File: src/rtl/ex_muldiv.sv
// rtl/ex_muldiv.sv - iterative 32-bit multiply/divide unit with HI/LO registers
//
// Computes MULT/MULTU/DIV/DIVU one bit per cycle and writes HI/LO in a final
// fix-up cycle. Optional divider: define MULDIV_DIV_EN to build DIV/DIVU;
// without it, divide requests pulse illegal_o and leave HI/LO untouched.
//
// Ports:
//   clk_i, rst_i       clock, synchronous active-high reset
//   start_i, op_i      request and op (00 MULT, 01 MULTU, 10 DIV, 11 DIVU)
//   rs_data_i          operand A (multiplicand / dividend)
//   rt_data_i          operand B (multiplier / divisor)
//   CacheStall_i       freezes all internal state while high
//   busy_o             operation in flight, doubles as pipeline stall request
//   done_o             one-cycle pulse when HI/LO are written
//   div_zero_o         pulses with done_o for a zero divisor
//   illegal_o          one-cycle pulse for a divide when the divider is absent
//   hi_o, lo_o         architectural HI/LO registers
module ex_muldiv #(
    parameter int XLEN = 32,
    parameter int CW   = $clog2(XLEN) + 1
) (
    input  logic            clk_i,
    input  logic            rst_i,
    input  logic            start_i,
    input  logic [1:0]      op_i,
    input  logic [XLEN-1:0] rs_data_i,
    input  logic [XLEN-1:0] rt_data_i,
    input  logic            CacheStall_i,
    output logic            busy_o,
    output logic            done_o,
    output logic            div_zero_o,
    output logic            illegal_o,
    output logic [XLEN-1:0] hi_o,
    output logic [XLEN-1:0] lo_o
);

    typedef enum logic [1:0] {S_IDLE, S_CALC, S_FIX} state_t;

    state_t              state_q, state_d;
    logic [CW-1:0]       cnt_q;
    logic [2*XLEN-1:0]   acc_q;
    logic [XLEN-1:0]     mag_a_q;
    logic                sign_a_q, sign_b_q;
    logic                busy_q, done_q, dz_out_q;
    logic [XLEN-1:0]     hi_q, lo_q;

    logic                accept;
    logic                in_sign_a, in_sign_b;
    logic [XLEN-1:0]     in_mag_a, in_mag_b;
    logic [XLEN:0]       mul_sum;
    logic [2*XLEN-1:0]   mul_step, prod_fix;
    logic [XLEN-1:0]     fix_hi, fix_lo;

`ifdef MULDIV_DIV_EN
    logic                op_div_q, dz_q;
    logic [XLEN-1:0]     mag_b_q;
    logic                div_zero_req;
    logic [XLEN:0]       rem_shift, rem_diff;
    logic [2*XLEN-1:0]   div_step;
`else
    logic                illegal_q;
`endif

    // Operand conditioning: signed ops work on magnitudes, signs kept aside.
    always_comb begin
        accept    = (state_q == S_IDLE) && start_i && !CacheStall_i;
        in_sign_a = !op_i[0] && rs_data_i[XLEN-1];
        in_sign_b = !op_i[0] && rt_data_i[XLEN-1];
        in_mag_a  = in_sign_a ? -rs_data_i : rs_data_i;
        in_mag_b  = in_sign_b ? -rt_data_i : rt_data_i;
    end

    // Shift-add: acc holds {partial product, remaining multiplier bits}.
    always_comb begin
        mul_sum  = {1'b0, acc_q[2*XLEN-1:XLEN]} +
                   (acc_q[0] ? {1'b0, mag_a_q} : {(XLEN+1){1'b0}});
        mul_step = {mul_sum, acc_q[XLEN-1:1]};
        prod_fix = (sign_a_q ^ sign_b_q) ? -acc_q : acc_q;
    end

`ifdef MULDIV_DIV_EN
    // Restoring divide: acc holds {remainder, dividend/quotient}. The
    // shifted remainder is below 2*divisor, so bit XLEN of the difference
    // is a clean borrow flag.
    always_comb begin
        div_zero_req = op_i[1] && (rt_data_i == '0);
        rem_shift    = acc_q[2*XLEN-1:XLEN-1];
        rem_diff     = rem_shift - {1'b0, mag_b_q};
        div_step     = rem_diff[XLEN] ? {acc_q[2*XLEN-2:0], 1'b0}
                                      : {rem_diff[XLEN-1:0], acc_q[XLEN-2:0], 1'b1};
    end

    always_comb begin
        fix_hi = prod_fix[2*XLEN-1:XLEN];
        fix_lo = prod_fix[XLEN-1:0];
        if (dz_q) begin
            fix_hi = sign_a_q ? -mag_a_q : mag_a_q;
            fix_lo = '1;
        end else if (op_div_q) begin
            fix_lo = (sign_a_q ^ sign_b_q) ? -acc_q[XLEN-1:0] : acc_q[XLEN-1:0];
            fix_hi = sign_a_q ? -acc_q[2*XLEN-1:XLEN] : acc_q[2*XLEN-1:XLEN];
        end
    end
`else
    always_comb begin
        fix_hi = prod_fix[2*XLEN-1:XLEN];
        fix_lo = prod_fix[XLEN-1:0];
    end
`endif

    always_comb begin
        state_d = state_q;
        case (state_q)
            S_IDLE: begin
                if (accept) begin
`ifdef MULDIV_DIV_EN
                    state_d = div_zero_req ? S_FIX : S_CALC;
`else
                    state_d = op_i[1] ? S_IDLE : S_CALC;
`endif
                end
            end
            S_CALC: if (!CacheStall_i && cnt_q == CW'(1)) state_d = S_FIX;
            S_FIX:  if (!CacheStall_i) state_d = S_IDLE;
            default: state_d = S_IDLE;
        endcase
    end

    always_ff @(posedge clk_i) begin
        if (rst_i) state_q <= S_IDLE;
        else       state_q <= state_d;
    end

    always_ff @(posedge clk_i) begin
        if (rst_i) begin
            cnt_q    <= '0;
            acc_q    <= '0;
            mag_a_q  <= '0;
            sign_a_q <= 1'b0;
            sign_b_q <= 1'b0;
            busy_q   <= 1'b0;
            done_q   <= 1'b0;
            dz_out_q <= 1'b0;
            hi_q     <= '0;
            lo_q     <= '0;
`ifdef MULDIV_DIV_EN
            op_div_q <= 1'b0;
            dz_q     <= 1'b0;
            mag_b_q  <= '0;
`else
            illegal_q <= 1'b0;
`endif
        end else begin
            // Pulses last one cycle and are never held across a stall.
            done_q   <= 1'b0;
            dz_out_q <= 1'b0;
`ifndef MULDIV_DIV_EN
            illegal_q <= 1'b0;
`endif
            if (!CacheStall_i) begin
                case (state_q)
                    S_IDLE: begin
                        if (accept) begin
`ifdef MULDIV_DIV_EN
                            sign_a_q <= in_sign_a;
                            sign_b_q <= in_sign_b;
                            mag_a_q  <= in_mag_a;
                            mag_b_q  <= in_mag_b;
                            op_div_q <= op_i[1];
                            dz_q     <= div_zero_req;
                            cnt_q    <= CW'(XLEN);
                            busy_q   <= 1'b1;
                            acc_q    <= op_i[1] ? {{XLEN{1'b0}}, in_mag_a}
                                                : {{XLEN{1'b0}}, in_mag_b};
`else
                            if (op_i[1]) begin
                                illegal_q <= 1'b1;
                            end else begin
                                sign_a_q <= in_sign_a;
                                sign_b_q <= in_sign_b;
                                mag_a_q  <= in_mag_a;
                                cnt_q    <= CW'(XLEN);
                                busy_q   <= 1'b1;
                                acc_q    <= {{XLEN{1'b0}}, in_mag_b};
                            end
`endif
                        end
                    end
                    S_CALC: begin
                        cnt_q <= cnt_q - CW'(1);
`ifdef MULDIV_DIV_EN
                        acc_q <= op_div_q ? div_step : mul_step;
`else
                        acc_q <= mul_step;
`endif
                    end
                    S_FIX: begin
                        hi_q   <= fix_hi;
                        lo_q   <= fix_lo;
                        busy_q <= 1'b0;
                        done_q <= 1'b1;
`ifdef MULDIV_DIV_EN
                        dz_out_q <= dz_q;
`endif
                    end
                    default: ;
                endcase
            end
        end
    end

    assign busy_o     = busy_q;
    assign done_o     = done_q;
    assign div_zero_o = dz_out_q;
    assign hi_o       = hi_q;
    assign lo_o       = lo_q;
`ifdef MULDIV_DIV_EN
    assign illegal_o  = 1'b0;
`else
    assign illegal_o  = illegal_q;
`endif

endmodule

File: config.mk
export PLATFORM = sky130hd
export DESIGN_NAME = ex_muldiv
export DESIGN_NICKNAME = d
export VERILOG_FILES = /design/src/rtl/ex_muldiv.sv
export SDC_FILE = /design/constraint.sdc
export NUM_CORES = 1
export LEC_CHECK = 0
export ABC_AREA = 0
export BUFFER_PORTS_ARGS = -buffer_cell sky130_fd_sc_hd__clkbuf_2
export CAP_MARGIN = 20
export CORE_MARGIN = 2
export CORE_UTILIZATION = 51
export CTS_BUF_LIST = sky130_fd_sc_hd__clkbuf_16
export CTS_CLUSTER_SIZE = 40
export DETAILED_ROUTE_END_ITERATION = 8
export PLACE_DENSITY = 0.8
export SLEW_MARGIN = 30
export SYNTH_ARGS = -nofsm -noshare
export SYNTH_HDL_FRONTEND = slang
export SYNTH_SLANG_ARGS = --single-unit
File: constraint.sdc
create_clock -name clk_i -period 3.6 [get_ports clk_i]
set_input_delay 0.72 -clock clk_i [delete_from_list [all_inputs] [get_ports clk_i]]
set_output_delay 0.72 -clock clk_i [all_outputs]
set_load 0.05 [all_outputs]
==> results_dict.tcl, run 1 <==
set metrics [dict create \
    synthesis.area_um2 10600 \
    grt_pass1_wl_um 45200 \
    rsz0062_at_grt "false" \
    cts_htree_levels 4 \
    synth-xor-area-share_pct 11.8 \
    holdWs_ns 0.461 \
    rr_startpoint "acc_q[0]" \
    fin_area_um2 12100 \
    num_rows 52 \
    ys_types 59 \
    cts_tree "yes" \
    synthAdderAreaFrac_pct 4.57 \
    die_width_um 148 \
    syn_inst 1373 \
    final_cell_mix "nor2_1 (199), dfxtp_1 (173), clkbuf_2 (135)" \
    setup_slack_ns 0.291 \
    core-area_um2 20300 \
    worst_pin_slew_ns 0.924 \
    slew_headroom_pct 38.4 \
    grt_overflow 0 \
    synth.area.top_cells "dfxtp_1 (33%), nor2_1 (7.1%), a211oi_1 (6.7%)" \
    final_common_cell "nor2_1" \
    place_congestion 0.924 \
    synth_top_family_by_area "compound AO/OA/AOI/OAI gates" \
    io_pins 138 \
    dpl.hpwl_um 21800 \
    fin_skew_ns 0.00942 \
    path_clk_slew_ns 0.07 \
    finalSetupViolCount 0 \
    placed_cells_incl_taps 1718 \
    gr-usage-met2_pct 36.1 \
    yosys_most_used_dff "dfxtp_1" \
    syn-num-nets 1481 \
    slew_violations 0 \
    switching_share_pct 30.4 \
    power_mw 4.48 \
    critPathMaxStageDelay_ns 0.51 \
    crit_chain "and2_1 > ha_1 > nand2_1 > or4_1 > a21oi_1 > o21ai_1 > o31a_1 > o31a_1 > or4_1 > nand3_1" \
    vias_per_cell 5.81 \
    drv_cap 0 \
    fp.dieH_um 148 \
    final_hold_viol_count 0 \
    post-place-ws_ns 0.201 \
    cts_sinks 173 \
    layout-drive-gt1-share_pct 13.9 \
    synth_top_area_cell "dfxtp_1" \
    drc 0 \
    ys_seq_elements 173 \
    hp-start "hi_o[22]" \
    fin_crit_ns 3.31 \
    ctsRootBufferMaster "clkbuf_16" \
    cp.arrival_ns 3.68 \
    clock_latency_ns 0.44 \
    power.internal_mw 3.12 \
    port_buffers 136 \
    worstPathMaxFanout 13 \
    first_iter_violations 777 \
    dr_total_vias 10200 \
    yosys_warnings 0 \
    firstDrtPassIters 6 \
    routed_wl_um 28500 \
    top_usage_layer "met1" \
    fin_setup_tns_ns 0 \
    critPathLaunch "acc_q[0]" \
    drtAntennaViolNets 0 \
    postCtsSetupRepairBufs 0 \
    grt_max_degree 137 \
    synth_area_per_cell_um2 7.70 \
    hold_class "reg2reg" \
    yosysSeqAreaShare_pct 32.8 \
    diodes 0 \
    hold_path_depth 2 \
    antenna_found_initial 0 \
    vdd_drop_max_uv 352 \
    ys_async_sr_fraction_pct 0 \
    grt_use_met1_pct 38.6 \
    synth_edf_count 0 \
    synth-compound-area-share_pct 24.4 \
    dieArea_um2 21900 \
    leakage_nw 4.65 \
    crit_type "reg2reg" \
    grt_pass1_vias 8890 \
    placed_cell_area_um2 11500 \
    layout.cells.non_filler 1750 \
    clockPowerShare_pct 40.2 \
    syn2layout_area_growth_pct 14.2 \
    fillers 1845 \
    startpoint_type "flip-flop" \
    final_util_pct 59.5 \
    fin_nets 1575 \
    start_util_pct 52.1 \
    status "finished, final reports clean" \
    use_met3_pct 5.00 \
    yosys.area_share.simple_pct 22.3 \
    crit_slowest_cell "or4_1" \
    critPathCaptureType "flip-flop" \
    fmax_ghz 0.302 \
    cts_buffers 17 \
    switchingPower_mw 1.36 \
    p_seq_share_pct 45.1 \
    synth_mux_area_share_pct 0.0947 \
    finalCritPeriodShare_pct 91.9 \
    cts_hold_buffers 0 \
    routedWlPerCell_um 16.3 \
    rr_worst_depth 10 \
    power_density_nw_per_um2 372 \
    grtUsageTotal_pct 25.3 \
    worst-endpoint-required_ns 3.97 \
    p_comb_share_pct 14.6 \
    cts_resized 0 \
    clockBufferDepth 2 \
    yosys.area.top_type_share_pct 32.8 \
]
## sequential cells by signal (all words and copies together), names as in the netlist
name	flops
done_o	1
state_q	2
acc_q	64
cnt_q	6
busy_o	1
illegal_o	1
mag_a_q	32
lo_o	32
hi_o	32
sign_a_q	1
sign_b_q	1
## power by group through the flow
| stage | clock [mW] | combinational, mW | sequential [mW] |
|---|---|---|---|
| final | 1.80 | 0.657 | 2.02 |
| after detailed placement | 0 | 0.646 | 2.07 |
| after CTS | 1.83 | 0.651 | 2.02 |
| after global routing | 1.91 | 0.722 | 2.03 |
| after floorplan | 0 | 0.450 | 2.05 |
| after global placement | 0 | 0.636 | 2.06 |
## worst max-delay path: cells and delay by family (launching register included)
kind | cells | cell delay [ns]
compound gates | 4 | 1.11
fa+ha+maj | 1 | 0.38
flops | 1 | 0.41
simple gates | 5 | 1.36
## logic make-up (layout without fill, tap and decap cells)
family,Yosys count,after routing
compound gates,405,405
xor+xnor,142,142
fa+ha+maj,38,38
buf+inv,115,222
flops,173,173
mux,1,1
other cells,1,1
simple gates,498,498
## final timing paths
check | slack (ns) | end
min | 0.46 | hi_o[22]
min reg2reg | 0.46 | hi_o[22]
max reg2reg | 0.29 | acc_q[60]
max | 0.29 | acc_q[60]
## cells in the mapped netlist, drive strengths merged (11+ instances only)
| library cell | count |
|---|---|
| a211oi | 94 |
| o31ai | 24 |
| ha | 37 |
| o21ai | 72 |
| or4 | 17 |
| a21oi | 126 |
| nor4 | 17 |
| nor3 | 35 |
| dfxtp | 173 |
| clkbuf | 78 |
| nand3 | 20 |
| or3 | 25 |
| nand2 | 105 |
| nor2 | 200 |
| o41ai | 11 |
| xnor2 | 76 |
| a31oi | 18 |
| a311oi | 12 |
| and2 | 36 |
| xor2 | 66 |
| inv | 30 |
## per-layer routing
layer,part of all wire [%],up-vias
met1,49,4627
li1,-,5124
met2,41,378
met3,8.3,30
met5,0,-
met4,1.6,0
## layout make-up
type,count,area (um2),area share [%]
Clock buffer,17,425,3.52
Clock inverter,15,146,1.21
Inverter,30,113,0.933
Multi-Input combinational cell,1085,6700,55.5
Sequential cell,173,3460,28.7
Tap cell,270,338,2.80
Timing Repair Buffer,160,888,7.36
No activity file was read; power rests on OpenSTA's default activity.
==> run 2: changes to the inputs <==
--- a/config.mk
+++ b/config.mk
@@ -6,14 +6,14 @@
 export NUM_CORES = 1
 export LEC_CHECK = 0
 export ABC_AREA = 0
-export BUFFER_PORTS_ARGS = -buffer_cell sky130_fd_sc_hd__clkbuf_2
 export CAP_MARGIN = 20
 export CORE_MARGIN = 2
 export CORE_UTILIZATION = 51
 export CTS_BUF_LIST = sky130_fd_sc_hd__clkbuf_16
 export CTS_CLUSTER_SIZE = 40
 export DETAILED_ROUTE_END_ITERATION = 8
-export PLACE_DENSITY = 0.8
+export DONT_BUFFER_PORTS = 1
+export PLACE_DENSITY = 0.74
 export SLEW_MARGIN = 30
 export SYNTH_ARGS = -nofsm -noshare
 export SYNTH_HDL_FRONTEND = slang
==> constraint.sdc (replaced) <==
create_clock -name clk_i -period 4.2 [get_ports clk_i]
set_input_delay 0.84 -clock clk_i [delete_from_list [all_inputs] [get_ports clk_i]]
set_output_delay 0.84 -clock clk_i [all_outputs]
set_load 0.05 [all_outputs]
==> results_dict.tcl, run 2 (synthesized netlist as in run 1, its figures left out) <==
set metrics [dict create \
    status "finished, final reports clean" \
    syn2layout_area_growth_pct 6.83 \
    postCtsSetupRepairBufs 0 \
    placed_cell_area_um2 10700 \
    path_clk_slew_ns 0.06 \
    fin_setup_tns_ns 0 \
    hold_path_depth 2 \
    cts_resized 0 \
    largest_reg_flops 64 \
    port_buffers 0 \
    rr_startpoint "acc_q[0]" \
    vias_per_cell 6.00 \
    layout-drive-gt1-share_pct 4.57 \
    leakage_nw 4.00 \
    fin_skew_ns 0.00973 \
    top_register "acc_q" \
    fin_area_um2 11300 \
    core-area_um2 20300 \
    diodes 0 \
    io_pins 138 \
    slew_violations 0 \
    first_iter_violations 814 \
    clockBufferDepth 2 \
    die_width_um 148 \
    grtUsageTotal_pct 25.5 \
    power_mw 3.65 \
    grt_pass1_vias 8584 \
    cp.arrival_ns 3.80 \
    cts_tree "yes" \
    critPathCaptureType "flip-flop" \
    start_util_pct 52.1 \
    rsz0062_at_grt "false" \
    holdWs_ns 0.460 \
    routedWlPerCell_um 17.8 \
    slew_headroom_pct 42.9 \
    final_hold_viol_count 0 \
    cts_htree_levels 4 \
    ctsRootBufferMaster "clkbuf_16" \
    cts_buffers 17 \
    whs_endpoint "mag_a_q[29]" \
    dieArea_um2 21900 \
    cts_hold_buffers 0 \
    finalCritPeriodShare_pct 81.8 \
    power_density_nw_per_um2 324 \
    hp-start "mag_a_q[29]" \
    dr_total_vias 9636 \
    place_congestion 0.935 \
    drv_cap 0 \
    fin_crit_ns 3.43 \
    timing.rr.end "acc_q[60]" \
    rr_worst_depth 10 \
    clock_latency_ns 0.43 \
    num_rows 52 \
    final_cell_mix "nor2_1 (199), dfxtp_1 (173), a21oi_1 (126)" \
    startpoint_type "flip-flop" \
    worst-endpoint-required_ns 4.56 \
    fp.dieH_um 148 \
    fin_nets 1431 \
    vdd_drop_max_uv 257 \
    worstPathMaxFanout 17 \
    hold_class "reg2reg" \
    worst_pin_slew_ns 0.855 \
    crit_type "reg2reg" \
    routed_wl_um 28600 \
    cts_sinks 173 \
    drc 0 \
    firstDrtPassIters 5 \
    antenna_found_initial 0 \
    grt_overflow 0 \
    fillers 1961 \
    ff2ff_setup_slack_ns 0.77 \
    finalSetupViolCount 0 \
    grt_pass1_wl_um 45400 \
    grt_max_degree 155 \
    final_common_cell "nor2_1" \
    fmax_ghz 0.291 \
    dpl.hpwl_um 21500 \
    drtAntennaViolNets 0 \
]
## run 2: cell type report
type                            count  area (um2)  area share (%)
Clock buffer                       17         425            3.77
Clock inverter                     14         100           0.887
Multi-Input combinational cell   1085        6710            59.4
Tap cell                          270         338            2.99
Timing Repair Buffer               16         145            1.29
Sequential cell                   173        3460            30.7
Inverter                           30         113           0.997
## run 2: power breakdown
group / switching [mW] / total [mW] / leakage [nW] / internal (mW)
Sequential: 0.0605 / 1.74 / 1.40 / 1.68
Combinational: 0.295 / 0.469 / 2.34 / 0.174
Clock: 0.685 / 1.44 / 0.255 / 0.754
Total: 1.04 / 3.65 / 4.00 / 2.61
## run 2: worst max-delay path by stage
stage | to | slack [ns] | cells after the start | start
finish | acc_q[60] | 0.77 | 10 | acc_q[0]
global route | acc_q[60] | 0.52 | 10 | acc_q[0]
CTS | acc_q[60] | 0.80 | 10 | acc_q[0]
detailed placement | mag_a_q[29] | 0.79 | 8 | rs_data_i[12]
global placement | mag_a_q[29] | 0.87 | 8 | rs_data_i[12]
floorplan | mag_a_q[29] | 1.01 | 9 | rs_data_i[12]
## run 2: worst max-delay path: stages (launching register included)
cell	delay (ns)
dfxtp_1	0.64
and2_1	0.22
ha_1	0.23
nand2_1	0.09
or4_1	0.51
a21oi_1	0.32
o21ai_1	0.18
o31a_1	0.34
o31a_1	0.29
or4_1	0.47
nand3_1	0.07
## run 2: stage by stage
stage	setup slack (ns)	cells	util, %
finish	0.765	1605	55.6
global route	0.519	1605	55.6
CTS	0.801	1604	55.5
detailed placement	0.790	1573	52.9
global placement	0.868	1573	52.9
floorplan	1.01	1373	-
## run 2: layer usage
layer  vias up  routed length, um  GRT usage (%)
met4         0                244           5.00
met5         -                  0              0
met3        22               2530           5.62
met2       366              11800           36.0
met1      4406              14000           39.6
li1       4842                  -              -
